`src/rtl/confreg.sv`:
```
// Memory-mapped configuration/peripheral registers: LEDs, switches, buttons, 7-seg value,
// scratch, free-running timer with compare, sticky status and an interrupt line.
`ifndef XLEN
`define XLEN 32
`endif

module confreg #(
  parameter int LED_W = 16,
  parameter int SW_W  = 8,
  parameter int BTN_W = 4
) (
  input  logic              clk,
  input  logic              reset,
  input  logic              conf_en,
  input  logic [3:0]        conf_wen,
  input  logic [`XLEN-1:0]  conf_addr,
  input  logic [`XLEN-1:0]  conf_wdata,
  output logic [`XLEN-1:0]  conf_rdata,
  output logic [LED_W-1:0]  led,
  output logic [31:0]       num,
  input  logic [SW_W-1:0]   switch,
  input  logic [BTN_W-1:0]  btn,
  output logic              irq
);

  logic [LED_W-1:0] led_q, led_d;
  logic [31:0]      num_q, num_d;
  logic [31:0]      scratch_q, scratch_d;
  logic [31:0]      timer_q, timer_d;
  logic [31:0]      cmp_q, cmp_d;
  logic [BTN_W:0]   status_q, status_d;
  logic [BTN_W:0]   irq_en_q, irq_en_d;
  logic [31:0]      rdata_q, rdata_d;
  logic             irq_q, irq_d;
  logic [SW_W-1:0]  sw_s1_q, sw_s2_q;
  logic [BTN_W-1:0] btn_s1_q, btn_s2_q, btn_dly_q;

  logic             wr, rd;
  logic [5:0]       idx;
  logic [31:0]      bm;
  logic [BTN_W:0]   status_set, status_clr;
  logic             unused_addr;

  assign unused_addr = ^{conf_addr[`XLEN-1:8], conf_addr[1:0]};
  assign wr  = conf_en & (|conf_wen);
  assign rd  = conf_en & ~(|conf_wen);
  assign idx = conf_addr[7:2];
  assign bm  = {{8{conf_wen[3]}}, {8{conf_wen[2]}}, {8{conf_wen[1]}}, {8{conf_wen[0]}}};

  always_comb begin
    led_d      = led_q;
    num_d      = num_q;
    scratch_d  = scratch_q;
    timer_d    = timer_q + 32'd1;
    cmp_d      = cmp_q;
    irq_en_d   = irq_en_q;
    status_clr = '0;
    status_set = {btn_s2_q & ~btn_dly_q, timer_q == cmp_q};
    if (wr) begin
      case (idx)
        6'h00: led_d     = (led_q & ~bm[LED_W-1:0]) | (conf_wdata[LED_W-1:0] & bm[LED_W-1:0]);
        // Unwritten timer bytes keep the old value; the increment is skipped this cycle.
        6'h02: timer_d   = (timer_q & ~bm) | (conf_wdata[31:0] & bm);
        6'h03: num_d     = (num_q & ~bm) | (conf_wdata[31:0] & bm);
        6'h04: scratch_d = (scratch_q & ~bm) | (conf_wdata[31:0] & bm);
        6'h05: cmp_d     = (cmp_q & ~bm) | (conf_wdata[31:0] & bm);
        6'h06: status_clr = conf_wdata[BTN_W:0] & bm[BTN_W:0];
        6'h07: irq_en_d  = (irq_en_q & ~bm[BTN_W:0]) | (conf_wdata[BTN_W:0] & bm[BTN_W:0]);
        default: ;
      endcase
    end
    // Set beats a coincident write-1-to-clear.
    status_d = (status_q & ~status_clr) | status_set;
    irq_d    = |(status_d & irq_en_d);

    rdata_d = rdata_q;
    if (rd) begin
      case (idx)
        6'h00:   rdata_d = 32'(led_q);
        6'h01:   rdata_d = 32'(sw_s2_q);
        6'h02:   rdata_d = timer_q;
        6'h03:   rdata_d = num_q;
        6'h04:   rdata_d = scratch_q;
        6'h05:   rdata_d = cmp_q;
        6'h06:   rdata_d = 32'(status_q);
        6'h07:   rdata_d = 32'(irq_en_q);
        default: rdata_d = '0;
      endcase
    end
  end

  always_ff @(posedge clk) begin
    if (!reset) begin
      led_q     <= '0;
      num_q     <= '0;
      scratch_q <= '0;
      timer_q   <= '0;
      cmp_q     <= '1;
      status_q  <= '0;
      irq_en_q  <= '0;
      rdata_q   <= '0;
      irq_q     <= 1'b0;
      sw_s1_q   <= '0;
      sw_s2_q   <= '0;
      btn_s1_q  <= '0;
      btn_s2_q  <= '0;
      btn_dly_q <= '0;
    end else begin
      led_q     <= led_d;
      num_q     <= num_d;
      scratch_q <= scratch_d;
      timer_q   <= timer_d;
      cmp_q     <= cmp_d;
      status_q  <= status_d;
      irq_en_q  <= irq_en_d;
      rdata_q   <= rdata_d;
      irq_q     <= irq_d;
      sw_s1_q   <= switch;
      sw_s2_q   <= sw_s1_q;
      btn_s1_q  <= btn;
      btn_s2_q  <= btn_s1_q;
      btn_dly_q <= btn_s2_q;
    end
  end

  assign conf_rdata = rdata_q;
  assign led        = led_q;
  assign num        = num_q;
  assign irq        = irq_q;

endmodule
```
`config.mk`:
```
export PLATFORM = sky130hd
export DESIGN_NAME = confreg
export DESIGN_NICKNAME = d
export VERILOG_FILES = /design/src/rtl/confreg.sv
export SDC_FILE = /design/constraint.sdc
export NUM_CORES = 1
export LEC_CHECK = 0
export ABC_AREA = 1
export CORE_MARGIN = 2
export CORE_UTILIZATION = 30
export DETAILED_ROUTE_END_ITERATION = 12
export PLACE_DENSITY = 0.49
export SYNTH_ARGS = -nofsm -noshare
export SYNTH_HDL_FRONTEND = slang
export SYNTH_SLANG_ARGS = --single-unit
```
`constraint.sdc`:
```
create_clock -name clk -period 4.1 [get_ports clk]
set_input_delay 0.41 -clock clk [delete_from_list [all_inputs] [get_ports clk]]
set_output_delay 0.41 -clock clk [all_outputs]
set_load 0.05 [all_outputs]
```
Yosys cells after proc, flatten, opt, wreduce, memory -nomap -nowiden
Cells that the tools add are included. W data, S select, Z words.

Multipliers: 0. Shifts and indexed selects: 0. Eq/ne operators: 8. $add $sub $neg: 1. Magnitude comparators: 0. Reductions and logical operators: 7. Div/mod/pow operators: 0. Multiplexer cells: 7. Bitwise operators: 27.

Operators by type and width (number): $pmux W32 S8 (1); $and A32 B32 Y32 (5); $or A32 B32 Y32 (4); $mux W32 (2); $add A32 B1 Y32 const B (1); $and A16 B16 Y16 (2); $eq A32 B32 Y1 (1); $not A32 Y32 (1); $eq A6 B3 Y1 const B (4); $and A5 B5 Y5 (4); $mux W5 (4); $not A16 Y16 (1); $or A16 B16 Y16 (1); $eq A6 B2 Y1 const B (2); $not A5 Y5 (2); $or A5 B5 Y5 (2); $reduce_and A2 Y1 (4); $eq A6 B1 Y1 const B (1); $logic_not A6 Y1 (1); $reduce_or A5 Y1 (1); $and A4 B4 Y4 (1); $not A4 Y4 (1); $reduce_or A4 Y1 (1); $and A1 B1 Y1 (2); $not A1 Y1 (1).

RAM bits: 0. Bits in latches: 0. Memories kept: 0. Logic and storage cells: 64. Bits of input ports: 83. Output and inout bits: 81. Bits in registers: 215. ROM bits: 0.

Longest topological paths before layout
Gate-level depths: netlist of run 1.

Word-level depth: 8. Mapped depth: 12. Mapped depth without buffers: 11.

Worst setup path after synthesis of run 1
OpenSTA, ideal clock, no wires.

Kind: input-to-reg. From: input conf_wen[1]. To: register with a tool-made name. Path buffers: 1. Stages: 8. Arrival time: 1479 ps. Library setup time: 128 ps. Data required time: 3972 ps. Setup slack: 2494 ps. Cells stage by stage: buf_4 nor2_1 nand2_2 nand3_2 nor2_1 inv_1 a22oi_1 nor2_1.

RTL lines: from (decl) (RTL line 15) `input logic [3:0] conf_wen,`.

Worst setup path in the final report of run 1
From: input conf_addr[7]. To: register rdata_q[1], in the netlist conf_rdata[1].

Longest elaborated chain between the ends: 2. Elaborated cells between the ends (all ways): 9. Classes of those cells: 7 x eq/ne; 1 x mux; 1 x reduce/logical.

Ends and longest elaborated chain: from (decl) (RTL line 16) `` input logic [`XLEN-1:0] conf_addr, ``; $eq A6 B3 Y1, or another cell as far along (RTL line 78) `case (idx)`; $pmux W32 S8 * (RTL line 78); to (signal assigned) (RTL line 116) `rdata_q <= rdata_d;`; to (decl) (RTL line 33) `logic [31:0] rdata_q, rdata_d;`.

Every way passes the cells marked *; elsewhere a longest branch is shown, timed or not. A chain may end at the register's enable or synchronous reset.

==> flow_summary.ini, run 1 <==
[finish]
fillers = 3592
diodes = 0
syn_to_final_growth_pct = 25.6
finalInstanceArea_um2 = 12800
finish.net_count = 1660
drive_above_1_share_pct = 6.54

[floorplan]
die_area_um2 = 35500
dieHeight_um = 188
rows = 67
die_width_um = 188
io-pin-count = 164
design.core.area_um2 = 33500
initial_core_util_pct = 30.4

[critical_path]
crit_required_ns = 4.55
crit_path_top_delay_cell = inv_2
crit_chain = clkdlybuf4s50_1, nor2_4, nand3_2, inv_2, nand2_1, o21ai_1, nor2_1, nand2_1, nand2_1, a21oi_1
critPathArrivalTime_ns = 2.73
crit_top_cell = nand2_1
worstSetupStartpointType = primary input
slowest_delay_ns = 0.57
path_max_fanout = 21
reg2reg_slack_ns = 2.22
crit_type = primary input to flop
end_kind = flop
r2r_cells = 8

[global_route]
grt_first_pass_wirelength_um = 52500
grtUsageTotal_pct = 18.4
antenna_found_initial = 0
grt_pass1_vias = 9529
grt-ovfl-total = 0
grt_max_degree = 107

[route]
top_layer_used = met4
drt_iter0_drc = 566
wl_per_cell_um = 16.2
met3_length_um = 1190
via_per_inst = 4.74
num_vias = 9659
wl_met1_um = 15200
drtPass1Iterations = 5
remaining_drc_errors = 0
ant_nets = 0
routed_wl_um = 33000
wl_met2_um = 15600

[sta]
skew_ns = 0.0144
maxSlewViolCount = 0
rsz0062_at_grt = no
slew_headroom_pct = 51.1
fin_crit_ns = 2.28
worst_pin_slew_ns = 0.730
tns_ns = 0
max_freq_mhz = 439
finalCritPeriodShare_pct = 55.6
setup_viol = 0
finalHoldViolations = 0

[clock_tree]
cts_hold_buf = 0
cts_tree = built
cts_buffers = 26
post_cts_resize_count = 0
clkTransAtPathRegs_ns = 0.05
clock_path_buffers = 3
clk_latency_ns = 0.53
cts-root-buf = clkbuf_16
post_cts_buffers = 0
cts.sinks = 215
htree_num_levels = 1

[logic_synthesis]
synth_edf_count = 0
synth_common_cells = nand2_1 (430), dfxtp_1 (215), inv_1 (150), a21oi_1 (138), nor2_1 (114)
synth_top_area_share_pct = 42.2
muxShareOfSynthArea_pct = 0
syn-cell-area_um2 = 10200
synth_seq_cells = 215
synth_top_cell_by_area = dfxtp_1
avgSynthCellArea_um2 = 6.98
yosysMostFrequentCell = nand2_1
ys_types = 46
synth_cells = 1461
synthTopCellsByArea = dfxtp_1 (42%), nand2_1 (16%), a21oi_1 (6.8%)
yosys_warnings = 0
synth_xor_area_share_pct = 2.92
synth_fa_ha_area_share_pct = 0.123
yosysSeqAreaShare_pct = 42.2
synth_fp_nets = 1545
synth-simple-area-share_pct = 26.2
ys_async_sr_fraction_pct = 0
synth_top_family_by_area = simple AND/OR/NAND/NOR gates
synth_compound_area_share_pct = 19.3
ys.flop_type = dfxtp_1

[pwr]
clockPowerShare_pct = 48.7
sw_frac_of_total_pct = 23.2
combPwrFrac_pct = 5.4
p_sw_uw = 1070
p_leak_uw = 0.00486
p_per_area_nw_per_um2 = 362
sequentialPowerShare_pct = 45.9
intPower_uw = 3560
peakVddDrop_v = 0.000259

[placed_design]
dpl.hpwl_um = 23500
port_buffers = 137
gp_congestion = 0.827
place_area_um2 = 12000

[worst_hold_path]
hold_end = sw_s2_q[4]
hold_path.class = flop to flop
hold_depth = 2
worstHoldStart = sw_s1_q[4]

[status]
outcome = finished clean

[flow_run]
cap_violations = 0
-- cells in the final DEF, fill, tap and decap left out, types with 5 or more instances in the layout --
| cell type | instances |
|---|---|
| a31oi_1 | 6 |
| o21ai_0 | 102 |
| nor2_2 | 8 |
| nor2_4 | 8 |
| clkbuf_1 | 5 |
| buf_4 | 18 |
| nand4_1 | 9 |
| a22oi_1 | 34 |
| xor2_1 | 9 |
| nand2_1 | 430 |
| o22ai_1 | 9 |
| inv_1 | 150 |
| o221ai_1 | 7 |
| clkbuf_16 | 27 |
| clkdlybuf4s50_1 | 136 |
| a21oi_1 | 138 |
| inv_2 | 12 |
| o2111ai_1 | 5 |
| dfxtp_1 | 215 |
| xnor2_1 | 25 |
| nand3_1 | 47 |
| clkbuf_8 | 6 |
| o211ai_1 | 24 |
| nor2_1 | 113 |
-- worst max-delay path by stage --
stage / start / endpoint / slack (ns) / depth (start not counted)
after floorplan: conf_wen[1] / flop / 2.49 / 8
after global placement: conf_addr[7] / flop / 1.34 / 8
after detailed placement: conf_addr[7] / flop / 1.31 / 8
after CTS: conf_addr[7] / flop / 1.86 / 8
after global routing: conf_addr[7] / flop / 1.63 / 8
final: conf_addr[7] / conf_rdata[1] / 1.82 / 10
-- power groups by stage --
stage                     Clock (µW)  Combinational, µW  Sequential, µW
final                           2260                250            2130
after global routing            2390                275            2130
after CTS                       2320                252            2130
after detailed placement           0                251            2170
after global placement             0                250            2170
after floorplan                    0                124            2170
-- layer usage --
metal / global-route usage (%) / vias up
li1: - / 4966
met1: 24.1 / 4453
met2: 31.5 / 190
met3: 2.33 / 50
met4: 5.65 / 0
met5: 0 / -
-- final cells by class --
cell class	count	area [µm²]	area share (%)
clock buffer	38	777	6.07
clock inverter	5	55.1	0.430
inverter	164	617	4.82
multi-input combinational	1013	4950	38.7
sequential	215	4300	33.6
tap	448	561	4.38
timing repair buffer	156	1540	12.0
-- worst max-delay path, delay by kind of cell --
| kind | cells | cell delay (ns) |
|---|---|---|
| compound gates | 2 | 0.23 |
| buf+inv | 2 | 1.01 |
| simple gates | 6 | 1.06 |
-- logic make-up after synthesis --
group,Yosys count
adders and majority gates,1
DFF,215
buffers and inverters,233
AOI/OAI and AO/OA,341
and+or+nand+nor,637
xor gates and xnor gates,34
-- per-stage QoR --
step	std cells	hold slack, ns	worst slack, ns	power (µW)	util [%]
after global placement	1996	0.396	1.34	2420	35.7
after global routing	2039	0.414	1.63	4790	38.2
after detailed placement	1996	0.398	1.31	2420	35.7
after CTS	2039	0.401	1.86	4700	38.2
final	2039	0.409	1.82	4640	38.2
after floorplan	1461	0.390	2.49	2300	-
Power figures use the tool's default switching activity.
==> run 2, diff against run 1 <==
- clock period: 4.1 -> 2.1 ns (I/O delays scaled with it)
==> flow_summary.ini, run 2 (same netlist as run 1, synthesis figures left out) <==
[status]
outcome = finished clean

[finish]
finalInstanceArea_um2 = 13400
regArea_um2 = 4300
layout_commonest_cell = nand2_1
multiInputGateArea_um2 = 4950
layout_common_cells = nand2_1 (430), dfxtp_1 (215), inv_1 (150)
utilization_pct = 39.9
drive_above_1_share_pct = 9.97
syn_to_final_growth_pct = 31.4
finish.net_count = 1718
diodes = 0
fillers = 3525

[sta]
rsz0062_at_grt = no
skew_ns = 0.0114
slew_headroom_pct = 64.2
finalCritPeriodShare_pct = 94.1
maxSlewViolCount = 0
setup_viol = 0
fin_crit_ns = 1.98
finalHoldViolations = 0
worst_slack_ns = 0.124
worst_pin_slew_ns = 0.535
max_freq_mhz = 506

[route]
wl_per_cell_um = 16.0
num_vias = 9929
remaining_drc_errors = 0
via_per_inst = 4.72
routed_wl_um = 33600
drt_iter0_drc = 582
ant_nets = 0
drtPass1Iterations = 5

[critical_path]
worst_path_dominant_cell_family = buffers and inverters
path_max_fanout = 3
end_kind = primary output
crit_type = flop to primary output
crit_path_top_delay_cell = clkdlybuf4s50_1
worstSetupStartpointType = flop
worstSetupEndpoint = led[11]
reg2reg_slack_ns = 0.26
r2r_cells = 8
critPathArrivalTime_ns = 1.77
slowest_delay_ns = 0.84
crit_required_ns = 1.89
worst-path-buf-inv = 1
crit_chain = clkdlybuf4s50_1
crit_cells = 1

[floorplan]
initial_core_util_pct = 30.4
design.core.area_um2 = 33500
io-pin-count = 164
rows = 67
dieHeight_um = 188
die_width_um = 188
die_area_um2 = 35500

[pwr]
peakVddDrop_v = 0.000501
p_leak_uw = 0.00522
p_per_area_nw_per_um2 = 700

[clock_tree]
clkTransAtPathRegs_ns = 0.06
post_cts_resize_count = 0
cts.sinks = 215
post_cts_buffers = 0
cts_tree = built
cts_hold_buf = 0
clk_latency_ns = 0.53
cts-root-buf = clkbuf_16
clock_path_buffers = 3
htree_num_levels = 1
cts_buffers = 27

[placed_design]
dpl.hpwl_um = 25000
gp_congestion = 0.861
port_buffers = 137
pre_cts_slack_ns = -0.0552
place_area_um2 = 12500

[global_route]
grt_pass1_vias = 9621
grt_max_degree = 73
grt-ovfl-total = 0
grt_first_pass_wirelength_um = 52900
grtUsageTotal_pct = 18.6
antenna_found_initial = 0

[worst_hold_path]
hold_path.class = primary input to flop

[flow_run]
cap_violations = 0
-- run 2: worst reg2reg max path, delay by kind of cell, from the launching register on --
kind | cells | cell delay (ns)
adders and majority gates | 1 | 0.22
and+or+nand+nor | 6 | 1.02
AOI/OAI and AO/OA | 1 | 0.10
DFF | 1 | 0.41
-- run 2: area by class of cell --
| cell class | instances | area share, % |
|---|---|---|
| repair buffers | 213 | 15.3 |
| flip-flops and latches | 215 | 32.1 |
| inverters | 164 | 4.61 |
| clock inverters | 7 | 0.692 |
| clock buffers | 43 | 6.09 |
| well taps | 448 | 4.19 |
| multi-input cells | 1013 | 36.9 |
-- run 2: layer usage --
metal	track usage, %	share of wire [%]
met1	24.4	45
met2	31.5	47
met3	2.55	4.1
met4	6.19	3.2
met5	0	0
-- run 2: worst min-delay path by stage --
stage | slack, ns | to | start | cells past startpoint
3_3_place_gp | 0.39 | btn_s2_q[2] | btn_s1_q[2] | 2
5_1_grt | 0.04 | flop | reset | 2
6_report | 0.06 | flop | reset | 2
3_5_place_dp | 0.40 | sw_s2_q[4] | sw_s1_q[4] | 2
2_1_floorplan | 0.31 | btn_s1_q[0] | btn[0] | 2
4_1_cts | 0.03 | flop | reset | 2
-- run 2: metrics by stage --
stage | TNS (ns) | total power [µW] | instances | hold slack (ns)
2_1_floorplan | 0 | 4490 | 1461 | 0.308
3_3_place_gp | -0.198 | 4760 | 2053 | 0.394
3_5_place_dp | -0.561 | 4760 | 2053 | 0.398
4_1_cts | 0 | 9490 | 2103 | 0.0275
5_1_grt | 0 | 9710 | 2103 | 0.0414
6_report | 0 | 9370 | 2103 | 0.0581
-- run 2: power by group --
group          switching (µW)  internal, µW
Sequential               29.3          4120
Clock                    1800          2900
Combinational             317           198
==> RTL edit 1, RTL diff (config.mk and constraints of run 2) <==
`LED_W`: 16 -> 20.
--- a/src/rtl/confreg.sv
+++ b/src/rtl/confreg.sv
@@ -7,3 +7,3 @@
 module confreg #(
-  parameter int LED_W = 16,
+  parameter int LED_W = 20,
   parameter int SW_W  = 8,
Interface: changed (resized led); port bits go from 164 to 168. No check against the original RTL was run, so the function may have changed too.
==> RTL edit 1 against run 2 <==
  * Sequential share of layout area down 0.49 points
  * Power up 3.2%
  * Worst hold slack better by 0.060 ns
  * Sequential cell count up 4
  * Worst setup slack worse by 0.058 ns
  * Register-to-register slack worse by 0.11 ns
  * Design area up 3.4%
  * Count of clock-buffer cells in the layout down 5
  * Global-route usage up 1.3 points
  * Synthesized area up 2.5%
  * Routed wire length up 8.6%
  * Largest power group unchanged
==> RTL edit 1: results (changes against run 2) <==
- Initial antenna violation count: 0 (unchanged)
- Cell Int Power: 7.45 mW (+3.2%)
- Via count: 10300 (+3.7%)
- Uppermost layer routed: met4
- Cell Area, Placed: 12900 um^2 (+3.4%)
- First-pass GRT wire length: 56.3 mm (+6.5%)
- DRT Pass-1 Iters: 4 (-1)
- Antenna diode count: 0 (unchanged)
- Placed Cells: 2123 (+3.4%)
- Nets: 1781 (+3.7%)
- Layout Skew: 0.0128 ns (+0.00131 ns)
- Global Route met1 Usage: 28.5% (+4.0 points)
- Placer Congestion: 0.837 (-2.8%)
- Cell family with most CP delay: buffers and inverters
- Critical Path Max Stage Delay: 0.86 ns (+0.02 ns)
- Fillcell total: 3697 (+4.9%)
- Asr flop ratio synth: 0% (unchanged)
- # H-tree levels: 1 (unchanged)
- Worst skew pair latency: roughly 0.54 ns
- Psw: 2.22 mW (+3.2%)
- Lkg Pwr: 5.53 nW (+5.9%)
- DRC: 0 (unchanged)
- Min Hold Slack: 0.118 ns (+0.0598 ns)
- Synth Instances: 1504 (+2.9%)
- Area contributors post-synth: dfxtp_1 (42%), nand2_1 (15%), o21ai_0 (5.9%)
- 1st-iter DRT viols: 665 (+14%)
- CTS clock-pin slew for the worst setup and hold paths: 0.06 ns (about the same)
- Final min period: 2.03 ns (+0.0585 ns)
- Avg WL per Cell: 16.8 um (+5.1%)
- Yosys cell types: 44 (-4.3%)
- Yosys warns: 0 (unchanged)
- M2 GR Usage: 32.1% (+0.66 points)
- Share of layout cells above drive strength 1: 12.0% (+2.0 points)
- Wl on met1: 17.7 mm (+16%)
- Share of power burned in registers: 43.7% (-0.6 points)
- Hold path cells: 2 (unchanged)
- Worst R2R Setup Slack: 0.15 ns (-0.11 ns)
- Largest net degree at the start of global routing: 87 (+19%)
- Critical Path AT: 1.82 ns (+0.05 ns)
- Share of the yosys chip area belonging to registers: 42.0% (-0.28 points)
- Commonest cells post-synth: nand2_1 (423), dfxtp_1 (219), nor2_1 (165), inv_1 (137), o21ai_0 (124)
- Clk root buf: clkbuf_16
- VDD IR max: 541 uV (+7.9%)
- Status: completed
- Crit path capture: num[17]
- Path depth of the worst reg2reg path: 10 (+2)
- Setup slack at placement: -0.0690 ns (-0.0138 ns)
- Dpl hpwl: 27.6 mm (+10%)
- Vias in the first global route: 9599 (-0.23%)
- All-Layer GR Usage: 19.9% (+1.3 points)
- Routed wire length: 36.5 mm (+8.6%)
- M3 GR Usage: 2.36% (-0.20 points)
- IO Port Bufs: 141 (+2.9%)
- Synthesized net count: 1588 (+2.8%)
- Met2 WL post-DR: 16.4 mm (+3.2%)
- Wire length on met3: 1.73 mm (+26%)
- Clk pwr share: 50.5% (+0.3 points)
- Slew Limit Headroom: 62.6% (-1.6 points)
-- RTL edit 1: changes by cell type after synthesis, moves of 7 or more --
cell,before,now
nand3_1,47,59
nand2_1,430,423
nor2_1,114,165
o211ai_1,24,13
a22oi_1,34,6
o21ai_1,4,13
inv_1,150,137
o211ai_2,0,10
o21ai_0,102,124
o2111ai_1,5,12
a21oi_1,138,118
-- RTL edit 1: cell families (layout without fill, tap and decap cells) --
kind of cell             after synthesis  count (layout)  share of synthesized area [%]
adder cells (fa/ha/maj)                1               1                          0.120
XOR/XNOR                              33              33                           2.77
AO/OA/AOI/OAI                        321             321                           17.7
AND/OR/NAND/NOR                      706             706                           28.5
buffers and inverters                224             437                           8.94
flip-flops                           219             219                           42.0
-- RTL edit 1: layout make-up --
type	count	area, um^2	area share [%]
clock inverter	11	138	0.994
tap	455	569	4.11
inverter	156	589	4.25
multi-input combinational	1061	5130	37.1
clock buffer	38	807	5.83
sequential	219	4380	31.7
timing repair buffer	232	2230	16.1
==> RTL edit 2, RTL diff (flow settings as in run 2) <==
Without the edit above. Reset style: asynchronous (`reset`), changed in one clocked block.
--- a/src/rtl/confreg.sv
+++ b/src/rtl/confreg.sv
@@ -91,3 +91,3 @@
 
-  always_ff @(posedge clk) begin
+  always_ff @(posedge clk or negedge reset) begin
     if (!reset) begin
Function: differs if reset is asserted again (counterexample within 4 cycles, from zero or initial values and one cycle with reset low); with reset held inactive, the same outputs for 4 cycles.
==> RTL edit 2 against run 2 <==
  * Synthesized cell count decreased by 11%
  * Design area is 3.0% higher
  * Clock skew is 0.0055 ns higher
  * Count of clock-buffer cells in the layout fell by 4
  * Routed wire length down 5.2%
  * Worst setup slack got worse by 0.037 ns
  * Synthesized area increased by 1.6%
  * Fmax down 1.8%
  * Sequential cell count did not move
  * Critical path type unchanged
  * Largest cell class is now registers
  * Highest routed layer unchanged
Power is not compared: it rests on default switching activity, and its combinational part moved more than twofold at a synthesized area within 25%.
==> RTL edit 2: results (changes against run 2) <==
- Status: completed
- Clk root buf: clkbuf_16
- Total CTS buffers: 26 (-3.7%)
- Commonest cells post-synth: nand2_1 (475), dfrtp_1 (183), o21ai_0 (142), inv_1 (110), nand3_1 (70)
- First-pass GRT wire length: 51.4 mm (-2.8%)
- Yosys cell types: 36 (-22%)
- Critical Path AT: 1.80 ns (+0.03 ns)
- Hold WC Path Type: in -> reg
- Layout Skew: 0.0170 ns (+0.00554 ns)
- Share of the yosys chip area belonging to registers: 52.3% (+10 points)
- Nets: 1588 (-7.6%)
- Placer Congestion: 0.844 (-2.0%)
- Share of layout cells above drive strength 1: 11.8% (+1.8 points)
- Vias in the first global route: 9071 (-5.7%)
- Largest net degree at the start of global routing: 65 (-11%)
- All-Layer GR Usage: 18.0% (-0.63 points)
- Synthesized net count: 1391 (-10%)
- Fillcell total: 3507 (-0.51%)
- Via/cell ratio: 4.63 (-2.0%)
- Avg WL per Cell: 16.1 um (+0.74%)
- 1st-iter DRT viols: 603 (+3.6%)
- Clk buf depth: 3 (unchanged)
- Dpl hpwl: 23.8 mm (-4.9%)
- Slew Limit Headroom: 62.5% (-1.7 points)
- Area contributors post-synth: dfrtp_1 (44%), nand2_1 (17%), dfstp_2 (8.1%)
## RTL edit 2: cell types whose count changed after synthesis, sizes merged, moves of 24 or more
cell | before | now
dfxtp | 215 | 0
dfrtp | 0 | 183
a21oi | 138 | 21
o21ai | 106 | 179
nor2 | 130 | 71
inv | 163 | 111
nand2 | 433 | 481
dfstp | 0 | 32
o211ai | 24 | 0
## RTL edit 2: timing repair
action | CTS | global route
endpoints found under the hold margin | 53 | 0
endpoints found under the setup margin | 0 | 1
gates resized for setup | 0 | 1
hold buffers | 1 | 0
## RTL edit 2: final cells by class
class	count	area (um^2)	area share, %
clock buffer	39	761	5.52
clock inverter	8	146	1.06
inverter	111	417	3.02
multi-input combinational	926	4290	31.1
sequential	215	5420	39.3
tap	455	569	4.13
timing repair buffer	224	2180	15.8
## RTL edit 2: kinds of logic after synthesis
kind of cell               share of synthesized area (%)
xor gates and xnor gates                            2.79
buffers and inverters                               6.39
DFF                                                 52.3
adders and majority gates                          0.121
and+or+nand+nor                                     25.8
AOI/OAI and AO/OA                                   12.5
## RTL edit 2: final timing paths
check / startpoint / endpoint / slack, ns / depth (start not counted)
setup / recovery: register / num[28] / 0.09 / 1
hold / removal: switch[4] / sw_s1_q[4] / 0.11 / 1
setup reg to reg: register / register / 0.27 / 8
hold reg to reg: btn_s1_q[2] / btn_s2_q[2] / 0.34 / 0
max in group asynchronous: reset / asynchronous set/reset pin / 1.14 / 3
min in group asynchronous: reset / btn_s1_q[3] / 0.23 / 2
## RTL edit 2: metrics by stage
step	std cells	power (mW)	utilization, %	instance area [um^2]	setup slack [ns]
6_report	1978	11.8	40.2	13800	0.0875
5_1_grt	1978	12.4	40.2	13800	0.0346
4_1_cts	1978	12.0	40.2	13800	0.0792
3_5_place_dp	1930	7.15	37.5	12900	-0.0549
3_3_place_gp	1930	7.12	37.5	12900	-0.0185
2_1_floorplan	1307	6.25	-	10400	0.451
## RTL edit 2: where the power goes
| part | switching (mW) | leakage (nW) | internal, mW |
|---|---|---|---|
| sequential | 0.404 | 2.67 | 4.57 |
| combinational | 1.29 | 3.21 | 0.811 |
| clock | 1.75 | 0.440 | 2.98 |
| total | 3.44 | 6.33 | 8.37 |
## RTL edit 2: metal layers
layer / up-vias / track usage (%) / share of wire, %
li1: 4613 / - / -
met1: 4344 / 26.1 / 49
met2: 164 / 28.8 / 45
met3: 31 / 2.18 / 3.6
met4: 0 / 3.58 / 1.7
met5: - / 0 / 0
## RTL edit 2: worst register-to-register path, cell delays in order (launching register included)
cell	delay, ns
dfrtp_1	0.45
nand3_1	0.22
inv_1	0.10
nand2_1	0.14
nor2_1	0.38
nand2_1	0.16
xor2_1	0.17
nand2_1	0.05
nand3_1	0.06
